===== src/rtl/shared_reg_arbiter.sv =====
// Round-robin arbiter and 4-state sequencer guarding one shared DATA_W-bit register.
// One transaction (write or read) runs at a time; rdata returns the post-access value.
module shared_reg_arbiter #(
   parameter int unsigned          NUM_REQ   = 4,
   parameter int unsigned          DATA_W    = 32,
   parameter logic [DATA_W-1:0]    RESET_VAL = '0
) (
   input  logic                        clk,
   input  logic                        reset,
   input  logic [NUM_REQ-1:0]          req,
   input  logic [NUM_REQ-1:0]          we,
   input  logic [NUM_REQ*DATA_W-1:0]   wdata_flat,
   output logic [NUM_REQ-1:0]          gnt,
   output logic                        done,
   output logic [DATA_W-1:0]           rdata,
   output logic                        busy,
   output logic [DATA_W-1:0]           reg_q
);

   localparam int unsigned IdxW = $clog2(NUM_REQ);

   typedef enum logic [1:0] {
      StIdle   = 2'd0,
      StGrant  = 2'd1,
      StAccess = 2'd2,
      StDone   = 2'd3
   } state_e;

   state_e              state_q;
   logic [IdxW-1:0]     idx_q;
   logic [IdxW-1:0]     last_q;
   logic                we_q;
   logic [DATA_W-1:0]   wdata_q;
   logic [NUM_REQ-1:0]  gnt_q;
   logic                done_q;
   logic                busy_q;
   logic [DATA_W-1:0]   rdata_q;
   logic [DATA_W-1:0]   shared_q;

   logic                win_found;
   logic [IdxW-1:0]     win_idx;
   int unsigned         cand;

   // Scan upward from the requester after the last winner, wrapping, so the last
   // winner itself is considered last.
   always_comb begin
      win_found = 1'b0;
      win_idx   = '0;
      cand      = 0;
      for (int unsigned k = 1; k <= NUM_REQ; k++) begin
         cand = (32'(last_q) + k) % NUM_REQ;
         if (!win_found && req[cand]) begin
            win_found = 1'b1;
            win_idx   = IdxW'(cand);
         end
      end
   end

   always_ff @(posedge clk) begin
      if (reset) begin
         state_q  <= StIdle;
         idx_q    <= '0;
         last_q   <= IdxW'(NUM_REQ - 1);
         we_q     <= 1'b0;
         wdata_q  <= '0;
         gnt_q    <= '0;
         done_q   <= 1'b0;
         busy_q   <= 1'b0;
         rdata_q  <= '0;
         shared_q <= RESET_VAL;
      end else begin
         done_q <= 1'b0;
         unique case (state_q)
            StIdle: begin
               if (win_found) begin
                  idx_q   <= win_idx;
                  we_q    <= we[win_idx];
                  wdata_q <= wdata_flat[win_idx*DATA_W +: DATA_W];
                  gnt_q   <= {{(NUM_REQ-1){1'b0}}, 1'b1} << win_idx;
                  busy_q  <= 1'b1;
                  state_q <= StGrant;
               end
            end
            StGrant: begin
               state_q <= StAccess;
            end
            StAccess: begin
               if (we_q) begin
                  shared_q <= wdata_q;
                  rdata_q  <= wdata_q;
               end else begin
                  rdata_q  <= shared_q;
               end
               done_q  <= 1'b1;
               state_q <= StDone;
            end
            StDone: begin
               last_q  <= idx_q;
               gnt_q   <= '0;
               busy_q  <= 1'b0;
               state_q <= StIdle;
            end
            default: state_q <= StIdle;
         endcase
      end
   end

   assign gnt   = gnt_q;
   assign done  = done_q;
   assign rdata = rdata_q;
   assign busy  = busy_q;
   assign reg_q = shared_q;

endmodule


===== config.mk =====
export PLATFORM = sky130hd
export DESIGN_NAME = shared_reg_arbiter
export DESIGN_NICKNAME = d
export VERILOG_FILES = /design/src/rtl/shared_reg_arbiter.sv
export SDC_FILE = /design/constraint.sdc
export NUM_CORES = 1
export LEC_CHECK = 0
export CELL_PAD_IN_SITES_DETAIL_PLACEMENT = 0
export CELL_PAD_IN_SITES_GLOBAL_PLACEMENT = 2
export CORE_AREA = 4 4 135 137
export CTS_BUF_LIST = sky130_fd_sc_hd__clkbuf_16
export DETAILED_ROUTE_END_ITERATION = 7
export DIE_AREA = 0 0 139 141
export MAX_ROUTING_LAYER = met4
export PLACE_DENSITY = 0.86
export SYNTH_ARGS = -nofsm -noshare
export SYNTH_HDL_FRONTEND = slang
export SYNTH_SLANG_ARGS = --single-unit

===== constraint.sdc =====
create_clock -name clk -period 2.3 [get_ports clk]
set_input_delay 0.345 -clock clk [delete_from_list [all_inputs] [get_ports clk]]
set_output_delay 0.345 -clock clk [all_outputs]
set_load 0.01 [all_outputs]

# Word level (Yosys, flattened, before mapping)
# Index checks and enable logic that the tools add are counted.
# classes
add_sub_neg,4
reduce_logical,11
mux,25
shift,2
eq_ne,4
order_cmp,5
# op_table
operator,count
indexed part select 128 x 8 -> 32 bit,1
"less-than comparator 2 x 3 -> 1 bit, second input constant",5
two-way mux 1 bit,11
binary-select mux 1 bit (select 2 bit),5
two-way mux 2 bit,5
one-hot mux 2 bit (4 select lines),1
one-hot mux 4 bit (2 select lines),1
AND reduction 2 bit,3
"adder 2 x 1 -> 2 bit, second input constant",2
"adder 2 bit, second input constant",2
"== test 2 bit, second input constant",2
two-way mux 4 bit,1
"<< shifter 1 x 2 -> 4 bit, first input constant",1
logical AND 1 bit,3
zero test 1 bit,3
"== test 2 x 1 -> 1 bit, second input constant",1
zero test 2 bit,1
"inequality test 2 bit, second input constant",1
one-hot mux 1 bit (2 select lines),1
nonzero test 2 bit,1
# word_totals
ff_bits,77
output_inout_bits,70

# Logic depth before layout (Yosys ltp)
# Gate-level depths: netlist of run 1.
# depth
depth_word,16
depth_mapped,7
depth_no_buf,6

# Worst setup path after synthesis of run 1
# OpenSTA, ideal clock, no wires.
# synth_timing
path_type,reg-to-reg
start,reg last_q[0]
end,reg wdata_q[22]
stages_incl_launch_ff,7
synth_period_minus_slack_ns,1.543
t_arrival_ns,1.400
path_slack_ns,0.757
cell_sequence,dfxtp_1 -> nand2b_1 -> a31o_1 -> buf_2 -> buf_6 -> a222oi_1 -> a311oi_1
# synth_via
elab_chain_len,14
# synth_rtl
element,line_no,rtl
from (decl),31,logic [IdxW-1:0] last_q;
from (signal assigned),63,last_q <= IdxW'(NUM_REQ - 1);
from (signal assigned),98,last_q <= idx_q;
adder 2 x 1 -> 2 bit,51,cand = (32'(last_q) + k) % NUM_REQ;
binary-select mux 1 bit (select 2 bit),52,if (!win_found && req[cand]) begin
two-way mux 1 bit (implied by the code),52,
two-way mux 1 bit,52,
zero test 1 bit,52,
logical AND 1 bit,52,
two-way mux 1 bit,52,
zero test 1 bit,52,
logical AND 1 bit,52,
two-way mux 1 bit,52,
zero test 1 bit,52,
logical AND 1 bit,52,
two-way mux 2 bit or two-way mux 1 bit (tied branches),52,
indexed part select 128 x 8 -> 32 bit or AND reduction 2 bit (tied branches),-,
to (signal assigned),78,wdata_q <= wdata_flat[win_idx*DATA_W +: DATA_W];
to (decl),33,logic [DATA_W-1:0] wdata_q;
# Several ways; a longest one is shown, not always the timed one. The select of a mux whose other input is x is not followed.
# A chain may end at the register's enable or synchronous reset.

# Worst setup path in the final report of run 1
# layout_timing
start,in req[1]
end,reg wdata_q[15]
# layout_via
elab_chain_len,13
# layout_rtl
element,line_no,rtl
from (decl),10,"input logic [NUM_REQ-1:0] req,"
binary-select mux 1 bit (select 2 bit),52,
two-way mux 1 bit (implied by the code),52,
two-way mux 1 bit,52,
zero test 1 bit,52,
logical AND 1 bit,52,
two-way mux 1 bit,52,
zero test 1 bit,52,
logical AND 1 bit,52,
two-way mux 1 bit,52,
zero test 1 bit,52,
logical AND 1 bit,52,
two-way mux 2 bit or two-way mux 1 bit (tied branches),52,
indexed part select 128 x 8 -> 32 bit or AND reduction 2 bit (tied branches),-,
# Several ways; a longest one is shown, not always the timed one. The select of a mux whose other input is x is not followed.

==> results.yml, run 1 <==
outcome:
  outcome: "completed"
synth:
  synthArstFlopShare: 0
  ys.flop_type: "dfxtp_1"
  synth_fa_ha_area_frac: 0.0136
  synth_top_family_by_area: "compound AO/OA/AOI/OAI gates"
  synth_area_sq_mm: 0.00367
  synthMuxAreaShare: 0.00273
  ys_ff_latch: 77
  mappedNetlistNets: 586
  ys_types: 33
  yosys.area_share.simple: 0.179
  synth.avg_cell_area_sq_um: 8.27
  synth-edff-count: 0
  ys_seq_area_frac: 0.420
  synth-xor-area-share: 0
  netlist_instances: 444
  yosys_warnings: 0
  synth_compound_area_frac: 0.257
routing:
  met1Wirelength_microns: 5780
  vias: 3975
  drtIter0Drc: 301
  drt-total-wl_microns: 13900
  met3_length_microns: 964
  wl_per_cell_microns: 16.6
  topRoutingLayerUsed: "met4"
  drc_errors: 0
  antenna_left: 0
  wl_met2_microns: 7060
  vias_per_cell: 4.74
  firstDrtPassIters: 6
timing:
  rsz0062_at_grt: "no"
  fin_crit_sh: 0.899
  hold_slack_ns: 0.451
  tightest_slew_ns: 0.717
  final.setup.tns_ns: 0
  slew_violations: 0
  final-hold-violation-count: 0
  fin_crit_ns: 2.07
  max_freq_ghz: 0.484
  finalSetupViolations: 0
  slew_headroom: 0.522
  fin_skew_ns: 0.00521
cts:
  post_cts_buffers: 0
  cts.sinks: 77
  cts_hold_buf: 0
  cts_buffer_depth: 2
  cts_buffers: 9
  clk_latency_ns: 0.34
  cts_root_buf: "clkbuf_16"
  cts_tree: "built"
  htree_levels: 3
  cts_resized: 0
  path_clk_slew_ns: 0.06
min_path:
  hp-class: "flip-flop to flip-flop"
final_layout:
  nets: 751
  n_antenna_cell: 0
  drive_gt1_frac: 0.0603
  nFillCells: 1733
  multi_input_area_sq_mm: 0.00171
  final_cells: 839
  synthToLayoutAreaGrowth_pct: 64.7
  ff_latch_area_sq_mm: 0.00154
power_and_ir_drop:
  fin_total_pwr_w: 0.00452
  p_per_area_mw_per_mm2: 748
  peakVddDrop_mv: 0.323
  switchingPower_w: 0.00147
  seqPwrFrac: 0.391
  clkPwrFrac: 0.275
  p_sw_frac: 0.325
  pwr-share-comb: 0.334
  p_leak_nw: 2.07
  p_int_w: 0.00305
floorplan:
  die-height_microns: 141
  die-area_sq_mm: 0.0196
  core_area_sq_mm: 0.0171
  ios: 208
  start_util: 0.215
  die_x_microns: 139
  num_rows: 48
global_routing:
  grt_max_degree: 41
  grt-ovfl-total: 0
  first_global_vias: 3977
  grt_pass1_wl_microns: 20700
  grt_antenna_before_repair: 0
  grt_usage: 0.135
setup_path:
  critical_path_required_ns: 2.55
  path_cells: "clkdlybuf4s50_1 > buf_4 > nand2_1 > nor2_4 > a222oi_1 > a311oi_1"
  cp.arrival_ns: 2.31
  critPathLaunchType: "input pin"
  crit_path_end_kind: "flip-flop"
  cpMaxStageDelayCell: "clkdlybuf4s50_1"
  crit_type: "input pin to flip-flop"
  crit_path_max_fanout: 17
  critPathMaxStageDelay_ns: 0.56
job:
  max_cap_violations: 0
placed_design:
  placed_cells: 821
  gp_congestion: 0.844
  io_buffer_count: 207
  dp.final_hpwl_microns: 9760
[cell type report]
class	instances	share of cell area
clock buffer	9	0.0373
clock inverter	7	0.00538
inverter	5	0.00310
multi-input combinational	293	0.283
sequential	77	0.255
tap	225	0.0466
timing repair buffer	223	0.370
[power groups by stage]
stage	Clock (W)	Combinational, W	Sequential [W]
floorplan	0	0.000909	0.00176
global placement	0	0.00147	0.00179
detailed placement	0	0.00150	0.00180
CTS	0.00130	0.00150	0.00177
global route	0.00134	0.00168	0.00180
finish	0.00124	0.00151	0.00177
[flip-flops by register name (all words and copies together) (netlist names)]
| signal | cells |
|---|---|
| reg_q | 32 |
| wdata_q | 32 |
| gnt | 4 |
| idx_q | 2 |
| last_q | 2 |
| state_q | 2 |
| busy | 1 |
| done | 1 |
| we_q | 1 |
[placed cells by master (no fill, tap or decap), types with 2 or more instances in the layout]
master,synthesis,routed
a21oi_1,39,39
a222oi_1,33,33
a22oi_1,4,4
a311oi_1,33,33
buf_12,0,4
buf_4,32,12
clkbuf_16,0,9
clkdlybuf4s50_1,0,206
clkinv_1,0,4
clkinv_2,0,2
dfxtp_1,77,77
ha_1,4,4
inv_1,5,5
nand2_1,106,106
nand2b_1,5,5
nand3_1,2,2
nor2_1,42,42
nor2_4,1,2
nor2b_4,0,3
o21ai_0,3,3
o21ai_1,2,2
[cells in the mapped netlist, types with 2 or more instances]
master / instances / area share
nand3_1: 2 / 0.0027
nor2_1: 42 / 0.043
a221oi_1: 2 / 0.0048
inv_1: 5 / 0.0051
clkbuf_1: 17 / 0.017
buf_1: 2 / 0.0020
o21ai_0: 3 / 0.0041
a222oi_1: 33 / 0.090
ha_1: 4 / 0.014
nor2b_1: 3 / 0.0051
nand2b_1: 5 / 0.0085
buf_2: 14 / 0.019
nand2_1: 106 / 0.11
buf_6: 6 / 0.018
o21ai_1: 2 / 0.0027
a22oi_1: 4 / 0.0082
a311oi_1: 33 / 0.079
buf_4: 32 / 0.065
dfxtp_1: 77 / 0.42
a21oi_1: 39 / 0.053
[logic make-up (layout without fill, tap and decap cells)]
logic type	Yosys count	after routing
flip-flops	77	77
buffers and inverters	76	244
multiplexers	1	1
AO/OA/AOI/OAI	123	123
adder cells (fa/ha/maj)	4	4
AND/OR/NAND/NOR	163	165
[layer usage]
metal	vias up	global-route usage
met3	13	0.0366
met5	-	-
met1	1858	0.150
met4	0	0.0422
li1	1916	-
met2	188	0.235
[per-stage QoR]
| stage | util | area (sq um) | setup WS [ns] |
|---|---|---|---|
| 6_report | 0.354 | 6040 | 0.232 |
| 5_1_grt | 0.354 | 6040 | 0.0432 |
| 4_1_cts | 0.353 | 6010 | 0.0705 |
| 3_5_place_dp | 0.337 | 5760 | -0.291 |
| 3_3_place_gp | 0.337 | 5760 | -0.160 |
| 2_1_floorplan | - | 3670 | 0.757 |
[critical path: cells and delay by family]
family | cells | cell delay (ns)
AO/OA/AOI/OAI | 2 | 0.54
buffers and inverters | 2 | 0.71
AND/OR/NAND/NOR | 2 | 0.71
[path summary, 6_finish.rpt]
check                           cells after the start  startpoint  slack [ns]          end
worst max register to register                      5   last_q[1]        0.28  wdata_q[15]
worst min register to register                      2  wdata_q[6]        0.45     reg_q[6]
worst max-delay path                                6      req[1]        0.23  wdata_q[15]
worst min-delay path                                2  wdata_q[6]        0.45     reg_q[6]
Power figures use the tool's default switching activity.
==> run 2, diff against run 1 <==
--- a/config.mk
+++ b/config.mk
@@ -13,6 +13,7 @@
 export DIE_AREA = 0 0 139 141
 export MAX_ROUTING_LAYER = met4
 export PLACE_DENSITY = 0.86
+export SLEW_MARGIN = 20
 export SYNTH_ARGS = -nofsm -noshare
 export SYNTH_HDL_FRONTEND = slang
 export SYNTH_SLANG_ARGS = --single-unit
==> results of run 2 <==
The final DEF is identical to that of run 1; final timing and power are the same.
